===== src/rtl/mips_ctrl_pkg.sv =====
//------------------------------------------------------------------------------
// Module   : mips_ctrl_pkg
// Brief    : Shared states, opcode/funct codes and select encodings for the
//            MIPS multicycle controller.
// Revision : 1.0 - initial release
//------------------------------------------------------------------------------
`default_nettype none

package mips_ctrl_pkg;

   typedef enum logic [3:0] {
      S_FETCH   = 4'd0,
      S_DECODE  = 4'd1,
      S_MEMADR  = 4'd2,
      S_MEMRD   = 4'd3,
      S_MEMWB   = 4'd4,
      S_MEMWR   = 4'd5,
      S_RTYPEEX = 4'd6,
      S_RTYPEWB = 4'd7,
      S_BEQEX   = 4'd8,
      S_BNEEX   = 4'd9,
      S_ADDIEX  = 4'd10,
      S_ADDIWB  = 4'd11,
      S_JEX     = 4'd12
   } state_t;

   localparam logic [5:0] OP_LW    = 6'b100011;
   localparam logic [5:0] OP_SW    = 6'b101011;
   localparam logic [5:0] OP_RTYPE = 6'b000000;
   localparam logic [5:0] OP_BEQ   = 6'b000100;
   localparam logic [5:0] OP_BNE   = 6'b000101;
   localparam logic [5:0] OP_ADDI  = 6'b001000;
   localparam logic [5:0] OP_J     = 6'b000010;

   localparam logic [5:0] FUNCT_ADD = 6'b100000;
   localparam logic [5:0] FUNCT_SUB = 6'b100010;
   localparam logic [5:0] FUNCT_AND = 6'b100100;
   localparam logic [5:0] FUNCT_OR  = 6'b100101;
   localparam logic [5:0] FUNCT_SLT = 6'b101010;

   typedef logic [2:0] alu_op_t;
   localparam alu_op_t ALU_ADD = 3'b010;
   localparam alu_op_t ALU_SUB = 3'b110;
   localparam alu_op_t ALU_AND = 3'b000;
   localparam alu_op_t ALU_OR  = 3'b001;
   localparam alu_op_t ALU_SLT = 3'b111;

   localparam logic [1:0] SRCB_REG   = 2'b00;
   localparam logic [1:0] SRCB_FOUR  = 2'b01;
   localparam logic [1:0] SRCB_IMM   = 2'b10;
   localparam logic [1:0] SRCB_IMMSH = 2'b11;

   localparam logic [1:0] PCSRC_ALU    = 2'b00;
   localparam logic [1:0] PCSRC_ALUOUT = 2'b01;
   localparam logic [1:0] PCSRC_JUMP   = 2'b10;

endpackage

`default_nettype wire


===== src/rtl/mips_multicycle_ctrl_if.sv =====
//------------------------------------------------------------------------------
// Module   : mips_multicycle_ctrl_if
// Brief    : Controller <-> datapath bundle: instruction fields and ALU flags
//            in, selects and write enables out.
// Revision : 1.0 - initial release
//------------------------------------------------------------------------------
`default_nettype none

interface mips_multicycle_ctrl_if;
   logic [5:0] op;
   logic [5:0] funct;
   logic       zero;
   logic       ovf;
   logic [2:0] alucontrol;
   logic       alusrca;
   logic [1:0] alusrcb;
   logic [1:0] pcsrc;
   logic       pcen;
   logic       iord;
   logic       memwrite;
   logic       irwrite;
   logic       regdst;
   logic       memtoreg;
   logic       regwrite;
   logic       illegal;

   modport master (
      input  op, funct, zero, ovf,
      output alucontrol, alusrca, alusrcb, pcsrc, pcen, iord,
             memwrite, irwrite, regdst, memtoreg, regwrite, illegal
   );

   modport slave (
      output op, funct, zero, ovf,
      input  alucontrol, alusrca, alusrcb, pcsrc, pcen, iord,
             memwrite, irwrite, regdst, memtoreg, regwrite, illegal
   );
endinterface

`default_nettype wire


===== src/rtl/mips_multicycle_ctrl_alu_decoder.sv =====
//------------------------------------------------------------------------------
// Module   : mips_alu_decoder
// Brief    : R-type funct field to ALU operation, with illegal-funct flag.
// Revision : 1.0 - initial release
//------------------------------------------------------------------------------
`default_nettype none

module mips_alu_decoder
   import mips_ctrl_pkg::*;
(
   input  wire logic [5:0] i_funct,
   output alu_op_t         o_alucontrol,
   output logic            o_illegal_funct,
   output logic            o_addsub
);

   always_comb begin
      o_alucontrol    = ALU_ADD;
      o_illegal_funct = 1'b0;
      o_addsub        = 1'b0;
      case (i_funct)
         FUNCT_ADD: o_addsub = 1'b1;
         FUNCT_SUB: begin
            o_alucontrol = ALU_SUB;
            o_addsub     = 1'b1;
         end
         FUNCT_AND: o_alucontrol = ALU_AND;
         FUNCT_OR:  o_alucontrol = ALU_OR;
         FUNCT_SLT: o_alucontrol = ALU_SLT;
         default:   o_illegal_funct = 1'b1;
      endcase
   end

endmodule

`default_nettype wire


===== src/rtl/mips_multicycle_ctrl.sv =====
//------------------------------------------------------------------------------
// Module   : mips_multicycle_ctrl
// Brief    : Multicycle MIPS control FSM driving ALU selects and all datapath
//            write enables.
// Revision : 1.0 - initial release
//------------------------------------------------------------------------------
`default_nettype none

module mips_multicycle_ctrl
   import mips_ctrl_pkg::*;
(
   input  wire logic             clk,
   input  wire logic             rst_n,
   mips_multicycle_ctrl_if.master bus
);

   state_t     r_state;
   state_t     w_next;
   alu_op_t    w_dec_alu;
   logic       w_dec_illegal;
   logic       w_dec_addsub;
   alu_op_t    w_alucontrol;
   logic       w_alusrca;
   logic [1:0] w_alusrcb;
   logic [1:0] w_pcsrc;
   logic       w_pcen;
   logic       w_iord;
   logic       w_memwrite;
   logic       w_irwrite;
   logic       w_regdst;
   logic       w_memtoreg;
   logic       w_regwrite;
   logic       w_illegal;

   mips_alu_decoder u_alu_decoder (
      .i_funct         (bus.funct),
      .o_alucontrol    (w_dec_alu),
      .o_illegal_funct (w_dec_illegal),
      .o_addsub        (w_dec_addsub)
   );

   always_ff @(posedge clk or negedge rst_n) begin
      if (!rst_n) r_state <= S_FETCH;
      else        r_state <= w_next;
   end

   always_comb begin
      w_next       = r_state;
      w_alucontrol = ALU_ADD;
      w_alusrca    = 1'b0;
      w_alusrcb    = SRCB_REG;
      w_pcsrc      = PCSRC_ALU;
      w_pcen       = 1'b0;
      w_iord       = 1'b0;
      w_memwrite   = 1'b0;
      w_irwrite    = 1'b0;
      w_regdst     = 1'b0;
      w_memtoreg   = 1'b0;
      w_regwrite   = 1'b0;
      w_illegal    = 1'b0;
      case (r_state)
         S_FETCH: begin
            w_irwrite = 1'b1;
            w_alusrcb = SRCB_FOUR;
            w_pcen    = 1'b1;
            w_next    = S_DECODE;
         end
         S_DECODE: begin
            // Branch target is precomputed into ALUOut while the opcode dispatches
            w_alusrcb = SRCB_IMMSH;
            case (bus.op)
               OP_LW, OP_SW: w_next = S_MEMADR;
               OP_RTYPE:     w_next = S_RTYPEEX;
               OP_BEQ:       w_next = S_BEQEX;
               OP_BNE:       w_next = S_BNEEX;
               OP_ADDI:      w_next = S_ADDIEX;
               OP_J:         w_next = S_JEX;
               default: begin
                  w_illegal = 1'b1;
                  w_next    = S_FETCH;
               end
            endcase
         end
         S_MEMADR: begin
            w_alusrca = 1'b1;
            w_alusrcb = SRCB_IMM;
            w_next    = (bus.op == OP_SW) ? S_MEMWR : S_MEMRD;
         end
         S_MEMRD: begin
            w_iord = 1'b1;
            w_next = S_MEMWB;
         end
         S_MEMWB: begin
            w_memtoreg = 1'b1;
            w_regwrite = 1'b1;
            w_next     = S_FETCH;
         end
         S_MEMWR: begin
            w_iord     = 1'b1;
            w_memwrite = 1'b1;
            w_next     = S_FETCH;
         end
         S_RTYPEEX: begin
            w_alusrca    = 1'b1;
            w_alucontrol = w_dec_alu;
            w_illegal    = w_dec_illegal;
            w_next       = (bus.ovf && w_dec_addsub) ? S_FETCH : S_RTYPEWB;
         end
         S_RTYPEWB: begin
            w_regdst   = 1'b1;
            w_regwrite = 1'b1;
            w_next     = S_FETCH;
         end
         S_BEQEX, S_BNEEX: begin
            w_alusrca    = 1'b1;
            w_alucontrol = ALU_SUB;
            w_pcsrc      = PCSRC_ALUOUT;
            w_pcen       = (r_state == S_BEQEX) ? bus.zero : !bus.zero;
            w_next       = S_FETCH;
         end
         S_ADDIEX: begin
            w_alusrca = 1'b1;
            w_alusrcb = SRCB_IMM;
            w_next    = bus.ovf ? S_FETCH : S_ADDIWB;
         end
         S_ADDIWB: begin
            w_regwrite = 1'b1;
            w_next     = S_FETCH;
         end
         S_JEX: begin
            w_pcsrc = PCSRC_JUMP;
            w_pcen  = 1'b1;
            w_next  = S_FETCH;
         end
         default: w_next = S_FETCH;
      endcase
   end

   // Enables are gated by rst_n so an aborted instruction never writes back
   assign bus.pcen       = w_pcen     & rst_n;
   assign bus.irwrite    = w_irwrite  & rst_n;
   assign bus.memwrite   = w_memwrite & rst_n;
   assign bus.regwrite   = w_regwrite & rst_n;
   assign bus.illegal    = w_illegal  & rst_n;
   assign bus.alucontrol = w_alucontrol;
   assign bus.alusrca    = w_alusrca;
   assign bus.alusrcb    = w_alusrcb;
   assign bus.pcsrc      = w_pcsrc;
   assign bus.iord       = w_iord;
   assign bus.regdst     = w_regdst;
   assign bus.memtoreg   = w_memtoreg;

endmodule

`default_nettype wire


===== src/flat_wrapper.sv =====
// flat-port wrapper written by rule: the top's interface ports become plain ports
module mips_multicycle_ctrl_flat import mips_ctrl_pkg::*;
  (clk, rst_n, bus_op, bus_funct, bus_zero, bus_ovf, bus_alucontrol, bus_alusrca, bus_alusrcb, bus_pcsrc, bus_pcen, bus_iord, bus_memwrite, bus_irwrite, bus_regdst, bus_memtoreg, bus_regwrite, bus_illegal);
  mips_multicycle_ctrl_if bus_i ();
  input  wire logic clk;
  input  wire logic rst_n;
  input wire logic [$bits(bus_i.op)-1:0] bus_op;
  input wire logic [$bits(bus_i.funct)-1:0] bus_funct;
  input wire logic [$bits(bus_i.zero)-1:0] bus_zero;
  input wire logic [$bits(bus_i.ovf)-1:0] bus_ovf;
  output wire logic [$bits(bus_i.alucontrol)-1:0] bus_alucontrol;
  output wire logic [$bits(bus_i.alusrca)-1:0] bus_alusrca;
  output wire logic [$bits(bus_i.alusrcb)-1:0] bus_alusrcb;
  output wire logic [$bits(bus_i.pcsrc)-1:0] bus_pcsrc;
  output wire logic [$bits(bus_i.pcen)-1:0] bus_pcen;
  output wire logic [$bits(bus_i.iord)-1:0] bus_iord;
  output wire logic [$bits(bus_i.memwrite)-1:0] bus_memwrite;
  output wire logic [$bits(bus_i.irwrite)-1:0] bus_irwrite;
  output wire logic [$bits(bus_i.regdst)-1:0] bus_regdst;
  output wire logic [$bits(bus_i.memtoreg)-1:0] bus_memtoreg;
  output wire logic [$bits(bus_i.regwrite)-1:0] bus_regwrite;
  output wire logic [$bits(bus_i.illegal)-1:0] bus_illegal;
  assign bus_i.op = bus_op;
  assign bus_i.funct = bus_funct;
  assign bus_i.zero = bus_zero;
  assign bus_i.ovf = bus_ovf;
  assign bus_alucontrol = bus_i.alucontrol;
  assign bus_alusrca = bus_i.alusrca;
  assign bus_alusrcb = bus_i.alusrcb;
  assign bus_pcsrc = bus_i.pcsrc;
  assign bus_pcen = bus_i.pcen;
  assign bus_iord = bus_i.iord;
  assign bus_memwrite = bus_i.memwrite;
  assign bus_irwrite = bus_i.irwrite;
  assign bus_regdst = bus_i.regdst;
  assign bus_memtoreg = bus_i.memtoreg;
  assign bus_regwrite = bus_i.regwrite;
  assign bus_illegal = bus_i.illegal;
  mips_multicycle_ctrl u_core (.clk(clk), .rst_n(rst_n), .bus(bus_i));
endmodule

===== config.mk =====
export PLATFORM = sky130hd
export DESIGN_NAME = mips_multicycle_ctrl_flat
export DESIGN_NICKNAME = d
export VERILOG_FILES = /design/src/rtl/mips_ctrl_pkg.sv /design/src/rtl/mips_multicycle_ctrl_if.sv /design/src/rtl/mips_multicycle_ctrl_alu_decoder.sv /design/src/rtl/mips_multicycle_ctrl.sv /design/src/flat_wrapper.sv
export SDC_FILE = /design/constraint.sdc
export NUM_CORES = 1
export LEC_CHECK = 0
export CAP_MARGIN = 20
export CORE_MARGIN = 5
export CORE_UTILIZATION = 40
export DETAILED_ROUTE_END_ITERATION = 16
export HOLD_SLACK_MARGIN = 0.05
export PLACE_DENSITY = 0.83
export SKIP_CTS_REPAIR_TIMING = 1
export SYNTH_ARGS = -nofsm -noshare
export SYNTH_HDL_FRONTEND = slang
export SYNTH_SLANG_ARGS = --single-unit

===== constraint.sdc =====
create_clock -name clk -period 3.1 [get_ports clk]
set_input_delay 0.31 -clock clk [delete_from_list [all_inputs] [get_ports clk]]
set_output_delay 0.31 -clock clk [all_outputs]
set_load 0.03 [all_outputs]

### Word level (Yosys, flattened, before mapping)

Index checks and enable logic that the tools add are counted.

| word-level totals | value |
|---|---|
| output and inout port bits | 16 |
| word-level logic and storage cells | 65 |
| flip-flop bits (word level) | 4 |

| operators by class | value |
|---|---|
| multiplexer cells | 22 |
| bitwise logic cells | 5 |
| equal/unequal tests | 23 |
| reductions and logical operators | 14 |

Operators with widths:

| operator | count |
|---|---|
| $pmux 4 s6 | 2 |
| $eq 6x6->1 const B | 7 |
| $eq 4x4->1 const B | 5 |
| $eq 4x3->1 const B | 4 |
| $eq 6x3->1 const B | 2 |
| $pmux 3 s4 | 1 |
| $reduce_or 2->1 | 6 |
| $mux 1 | 11 |
| $reduce_or 5->1 | 2 |
| $eq 4x2->1 const B | 2 |
| $reduce_or 7->1 | 1 |
| $eq 6x2->1 const B | 1 |
| $eq 6x4->1 const B | 1 |
| $logic_not 6->1 | 1 |
| $mux 3 | 2 |
| $pmux 2 s3 | 1 |
| $pmux 3 s2 | 1 |
| $and 1x1->1 | 5 |
| $eq 4x1->1 const B | 1 |
| $logic_not 4->1 | 1 |
| $mux 4 | 1 |
| $pmux 1 s2 | 2 |
| $pmux 2 s2 | 1 |
| $reduce_or 3->1 | 1 |
| 2 further kinds | 2 |

### Logic depth before layout (Yosys ltp)

Gate-level depths: netlist of the first run.

| depth | value |
|---|---|
| depth after elaboration | 6 |
| depth in mapped cells | 4 |
| gate-level depth less buffers | 3 |

### Hierarchy

From an unflattened synthesis of the first run, not the netlist that was laid out.

| second synthesis, totals | value |
|---|---|
| cells, all modules | 86 |
| area, all modules | 650.6 µm² |

By module, submodules not included:

| module | cells each | instances | area an instance (µm²) |
|---|---|---|---|
| mips_multicycle_ctrl | 76 | 1 | 570.5 |
| mips_alu_decoder | 10 | 1 | 80.1 |

### Worst setup path after synthesis of the first run

OpenSTA, ideal clock, no wires.

| timing path | value |
|---|---|
| path type | reg2out |
| from | reg u_core.r_state[1] |
| to | out bus_irwrite |
| path slack | 985 ps |
| data arrival time | 1805 ps |
| required time | 2790 ps |
| path buffers | 1 |
| cell stages (with the launch flop) | 4 |
| cells stage by stage | dfrtp_1 > buf_2 > nor3_1 > and3_1 |

| between the ends | value |
|---|---|
| word-level cells in the longest chain between the ends | 3 |

RTL lines:

| what | line | text |
|---|---|---|
| from (decl) | mips_multicycle_ctrl.sv:17 | `state_t r_state;` |
| from (signal assigned) | mips_multicycle_ctrl.sv:44 | `else r_state <= w_next;` |
| $logic_not 4->1 | mips_multicycle_ctrl.sv:61 | `case (r_state)` |
| $mux 1 | mips_multicycle_ctrl.sv:61 |  |
| $and 1x1->1 | mips_multicycle_ctrl.sv:141 | `assign bus.irwrite = w_irwrite & rst_n;` |
| to (decl) | flat_wrapper.sv:18 | `output wire logic [$bits(bus_i.irwrite)-1:0] bus_irwrite;` |

No other way between the ends.

### Final worst setup path of the first run

| timing path | value |
|---|---|
| from | reg u_core.r_state[3] |
| to | out bus_illegal |

| between the ends | value |
|---|---|
| word-level cells in the longest chain between the ends | 3 |

RTL lines:

| what | line | text |
|---|---|---|
| $eq 4x3->1 / $eq 4x1->1 (equally long branches) | mips_multicycle_ctrl.sv:61 |  |
| $pmux 1 s2 * | mips_multicycle_ctrl.sv:61 |  |
| $and 1x1->1 * | mips_multicycle_ctrl.sv:144 | `assign bus.illegal = w_illegal & rst_n;` |
| to (decl) | flat_wrapper.sv:22 | `output wire logic [$bits(bus_i.illegal)-1:0] bus_illegal;` |

Every way passes the cells marked *; elsewhere a longest branch is shown, timed or not.

==> impl_metrics.tcl, run 1 <==
set metrics [dict create \
    coreArea_sq_um 1318 \
    grt_pass1_vias 678 \
    slew_headroom 0.7201 \
    grt_max_degree 15 \
    synth_fa_ha_area_frac 0 \
    tns_ps 0 \
    grt-ovfl-total 0 \
    critPathRequiredTime_ps 2790 \
    layout-drive-gt1-share 0.08491 \
    synth_top_family_by_area "simple AND/OR/NAND/NOR gates" \
    p_total_uw 446.0 \
    grtUsageTotal 0.1730 \
    critPathLaunchType "flip-flop" \
    ioPinCount 32 \
    power_leakage_nw 0.3172 \
    clock.fmax_mhz 397.2 \
    insertion_delay_ps 240 \
    clockRootBuffer "clkbuf_4" \
    powerDensity_nw_per_um2 496.4 \
    port_buffers 31 \
    syn_to_final_growth_pct 58.50 \
    wl_per_cell_um 14.56 \
    drt_pre_antenna_iters 4 \
    synth_area_leaders "dfrtp_1, nor4b_2, nand2b_1" \
    setup_violations 0 \
    synth_xor_area_frac 0.01545 \
    largest-register "u_core.r_state" \
    die_w_um 47.64 \
    antenna_cells 0 \
    crit_fanout 14 \
    peakVddDrop_mv 0.3581 \
    fin_nets 124 \
    synthCells 76 \
    max_cap_violations 0 \
    grt_pass1_wl_mm 2.808 \
    reg_top3 "u_core.r_state (4)" \
    fin_crit_ps 2518 \
    synth_area_leader_cell "dfrtp_1" \
    synthDistinctLibCells 35 \
    synth.area.mux_share 0 \
    cp.arrival_ps 2210 \
    numCtsBuffers 3 \
    drt_iter0_drc 17 \
    final_cell_mix "clkdlybuf4s50_1, nand2b_1, nor2_1, a21oi_1, nor3_1" \
    cts.sinks 4 \
    dieArea_sq_um 2270 \
    status "completed" \
    critical_path_class "flip-flop to output pin" \
    yosys_warnings 0 \
    num-fill-cells 111 \
    die_h_um 47.64 \
    final_common_cell "clkdlybuf4s50_1" \
    syn_area_sq_um 566.8 \
    synth_compound_area_frac 0.2715 \
    syn_area_per_cell_sq_um 7.458 \
    place_area_sq_um 875.8 \
    place.gp.congestion 0.8325 \
    cts_max_path_buffers 2 \
    ys_seq_area_frac 0.1766 \
    largest_reg_flops 4 \
    design_area_sq_um 898.4 \
    grt_antenna_before_repair 0 \
    ant_nets 0 \
    start_util 0.4302 \
    min_path_type "input pin to async pin" \
    synth.top_cell.area_share 0.1766 \
    num_rows 13 \
    syn_nets 92 \
    cts_tree "done" \
    wirelength_mm 1.762 \
    rsz0062_at_grt "false" \
    clk_pin_slew_ps 40 \
    slew_viol_final 0 \
    synth-simple-area-share 0.4812 \
    finClkSkew_ps 6.289 \
    via_count 722 \
    fin_crit_sh 0.8122 \
    worstSetupEndpointType "output pin" \
    dp.final_hpwl_mm 1.402 \
    worst_slew_pin_slew_ps 419.8 \
    cts_max_level 1 \
    drc 0 \
    viasPerCell 5.967 \
    synth_seq_cells 4 \
    hold_viol 0 \
]
[cells in the mapped netlist]
cell type and n:
nor4b_2 3, and3_1 2, o22ai_1 1, nand3_1 3, o31ai_1 1, buf_2 4, a311o_1 1, a31o_2 1
o21bai_1 1, nand2b_1 6, and3b_1 1, o2111ai_1 1, inv_1 2, inv_2 1, and2_1 1, o21a_1 1
a41oi_1 1, nor4b_1 2, a211oi_1 2, nor3b_1 2, a32o_1 1, or3_1 2, o211ai_1 2, nand4_1 2
nor2_1 6, nand4bb_1 1, xnor2_1 1, nor3_1 5, nand2_1 4, o21ai_0 2, or2_1 1, dfrtp_1 4
o311ai_0 1, a21oi_1 6, nor3_2 1
[per-stage QoR]
step | worst slack [ps] | hold WS, ps | utilization | instances
floorplan | 985.3 | 14.41 | - | 76
global placement | 649.6 | 582.0 | 0.6648 | 118
detailed placement | 636.4 | 596.5 | 0.6648 | 118
CTS | 596.2 | 343.1 | 0.6819 | 121
global route | 426.7 | 360.7 | 0.6819 | 121
finish | 582.1 | 344.2 | 0.6819 | 121
[where the power goes]
| part | internal (mW) | total, mW | switching [mW] |
|---|---|---|---|
| combinational | 0.131 | 0.278 | 0.147 |
| clock | 0.0435 | 0.0676 | 0.0241 |
| sequential | 0.0631 | 0.100 | 0.0371 |
[final cells by class]
| type | instances | area (sq um) | area share |
|---|---|---|---|
| Clock buffer | 3 | 22.52 | 0.02507 |
| Inverter | 3 | 11.26 | 0.01253 |
| Multi-Input combinational cell | 65 | 435.4 | 0.4847 |
| Sequential cell | 4 | 100.1 | 0.1114 |
| Tap cell | 15 | 18.77 | 0.02089 |
| Timing Repair Buffer | 31 | 310.3 | 0.3454 |
[per-layer routing]
layer	vias to the layer above	wire, um	track usage
li1	357	-	-
met1	330	746	0.2108
met2	33	847	0.2914
met3	2	159	0.03383
met4	0	8	0.08065
met5	-	0	0
[worst max-delay path: stages (launching register included)]
cell             delay (ps)
dfrtp_1                 510
nand4bb_1               340
a211oi_1                280
a32o_1                  170
clkdlybuf4s50_1         670
[logic make-up after synthesis]
kind of cell    count (synthesis)
buf+inv                         7
xor+xnor                        1
compound gates                 22
flops                           4
simple gates                   42
[final timing paths]
| check | cells after the start | to | startpoint | slack [ps] |
|---|---|---|---|---|
| max | 4 | bus_illegal | u_core.r_state[3] | 580 |
| min | 1 | u_core.r_state[2] | rst_n | 340 |
| max reg2reg | 3 | u_core.r_state[0] | u_core.r_state[1] | 1670 |
| min reg2reg | 1 | u_core.r_state[0] | u_core.r_state[0] | 780 |
| max in group asynchronous | 1 | u_core.r_state[0] | rst_n | 2490 |
| min in group clk | 1 | u_core.r_state[0] | u_core.r_state[0] | 780 |
No activity file was read; power rests on OpenSTA's default activity.
==> inputs of run 2 (changes only) <==
CORE_UTILIZATION = 37   (was 40)
PLACE_DENSITY = 0.78   (was 0.83)
clock period = 2.5 ns   (was 3.1 ns; I/O delays follow)
==> run 2 against run 1 <==
Effect of this change: total power increased by 24%; global-route usage decreased by 2.5 points; first-iteration DRC count decreased by 24%; worst hold slack improved by 35 ps; clock skew about the same; highest routed layer unchanged; cell area increased by 3.1%; clock-buffer cell count unchanged; critical path depth unchanged; non-clock buffer count increased by 3; critical path type unchanged; flip-flop and latch count unchanged; sequential power increased by 26%.
==> impl_metrics.tcl, run 2 (synthesis gave the netlist of run 1 again) <==
set metrics [dict create \
    viasPerCell 5.664 \
    crit_end "bus_alusrcb[1]" \
    place.gp.congestion 0.8440 \
    reg_top3 "u_core.r_state (4)" \
    worst_slew_pin_slew_ps 427.7 \
    finish.utilization 0.6293 \
    fin_crit_sh 0.9448 \
    cp.arrival_ps 2110 \
    num_rows 14 \
    grt_antenna_before_repair 0 \
    coreArea_sq_um 1471 \
    cp_slowest_cell "clkdlybuf4s50_1" \
    insertion_delay_ps 230 \
    critPathMaxStageDelay_ps 690 \
    syn_to_final_growth_pct 63.36 \
    cp.depth 4 \
    tns_ps 0 \
    critPathRequiredTime_ps 2250 \
    worstSetupEndpointType "output pin" \
    status "completed" \
    slew_headroom 0.7149 \
    grtUsageTotal 0.1480 \
    r2r-end "u_core.r_state[0]" \
    largest_reg_flops 4 \
    ioPinCount 32 \
    crit_fanout 11 \
    cp_cell_sequence "inv_2, or3_1, a21oi_1, clkdlybuf4s50_1" \
    rsz0062_at_grt "false" \
    wirelength_mm 1.746 \
    finClkSkew_ps 5.908 \
    rrSetupSlack_ps 1120 \
    final_common_cell "clkdlybuf4s50_1" \
    port_buffers 31 \
    antenna_cells 0 \
    powerDensity_nw_per_um2 595.6 \
    reg2reg_depth 3 \
    dp.cells 122 \
    cp-startpoint "u_core.r_state[0]" \
    largest-register "u_core.r_state" \
    dp.final_hpwl_mm 1.403 \
    numCtsBuffers 3 \
    hold_viol 0 \
    critPathLaunchType "flip-flop" \
    via_count 708 \
    cts_max_path_buffers 2 \
    ant_nets 0 \
    grt_pass1_vias 674 \
    fin_crit_ps 2362 \
    drc 0 \
    grt_pass1_wl_mm 2.980 \
    grt-ovfl-total 0 \
    r2r-start "u_core.r_state[0]" \
    cts_max_level 1 \
    peakVddDrop_mv 0.5110 \
    die_w_um 49.14 \
    setup_violations 0 \
    cts_tree "done" \
    max_cap_violations 0 \
    layout-drive-gt1-share 0.1193 \
    drt_iter0_drc 13 \
    place_area_sq_um 899.6 \
    drt_pre_antenna_iters 4 \
    start_util 0.3852 \
    grt_max_degree 15 \
    critical_path_class "flip-flop to output pin" \
    min_path_type "input pin to async pin" \
    wl_per_cell_um 13.97 \
    power_leakage_nw 0.3453 \
    layout.cells.non_filler 125 \
    design_area_sq_um 925.9 \
    dieArea_sq_um 2415 \
    slew_viol_final 0 \
    fin_nets 127 \
    crit_family "buffers and inverters" \
    final_cell_mix "clkdlybuf4s50_1, nand2b_1, nor2_1, a21oi_1, nor3_1" \
    clock.fmax_mhz 423.4 \
    clockRootBuffer "clkbuf_4" \
    cts.sinks 4 \
    cp_num_buf_inv 2 \
    clk_pin_slew_ps 40 \
    die_h_um 49.14 \
]
-- run 2: cell count changes in the layout (fill, tap and decap cells not counted) --
cell / before / now
clkdlybuf4s50_1: 31 / 30
dfrtp_2: 0 / 1
dfrtp_1: 4 / 3
dlymetal6s2s_1: 0 / 1
buf_4: 0 / 3
-- run 2: how the worst min path moves through the flow --
stage                      from                end  slack (ps)  depth (start not counted)
final                     rst_n  u_core.r_state[2]         380                          2
after global routing      rst_n  u_core.r_state[0]         400                          2
after CTS                 rst_n  u_core.r_state[0]         380                          2
after detailed placement  rst_n  u_core.r_state[3]         620                          2
after global placement    rst_n  u_core.r_state[2]         610                          2
after floorplan           rst_n  u_core.r_state[0]         -50                          0
-- run 2: worst register-to-register path: cells and delay by family, from the launching register on --
family | cells | cell delay, ps
AOI/OAI and AO/OA | 1 | 120
DFF | 1 | 500
and+or+nand+nor | 2 | 660
-- run 2: per-stage QoR --
stage                     power (mW)  hold slack (ps)  setup slack (ps)
final                         0.5515            379.3             137.9
after global placement        0.4695            614.4             204.3
after global routing          0.5927            395.2             77.33
after floorplan               0.3337           -45.59             445.3
after CTS                     0.5552            378.2             49.22
after detailed placement      0.4720            619.1             194.1
-- run 2: cell type report --
cell class                      count  area [sq um]
Fill cell                         143         545.5
Clock buffer                        3         22.52
Timing Repair Buffer               34         335.3
Tap cell                           16         20.02
Multi-Input combinational cell     65         435.4
Inverter                            3         11.26
Sequential cell                     4         101.3
-- run 2: per-layer routing --
metal | vias up | wire length, um | GRT usage
met1 | 315 | 785 | 0.1934
met2 | 26 | 801 | 0.2425
met5 | - | 0 | 0
met4 | 0 | 17 | 0.01345
met3 | 2 | 142 | 0.04893
li1 | 365 | - | -
-- run 2: power by group --
part           switching, mW  internal, mW  total, mW
registers             0.0470        0.0788      0.126
clock network         0.0254        0.0536     0.0790
logic                  0.182         0.165      0.347
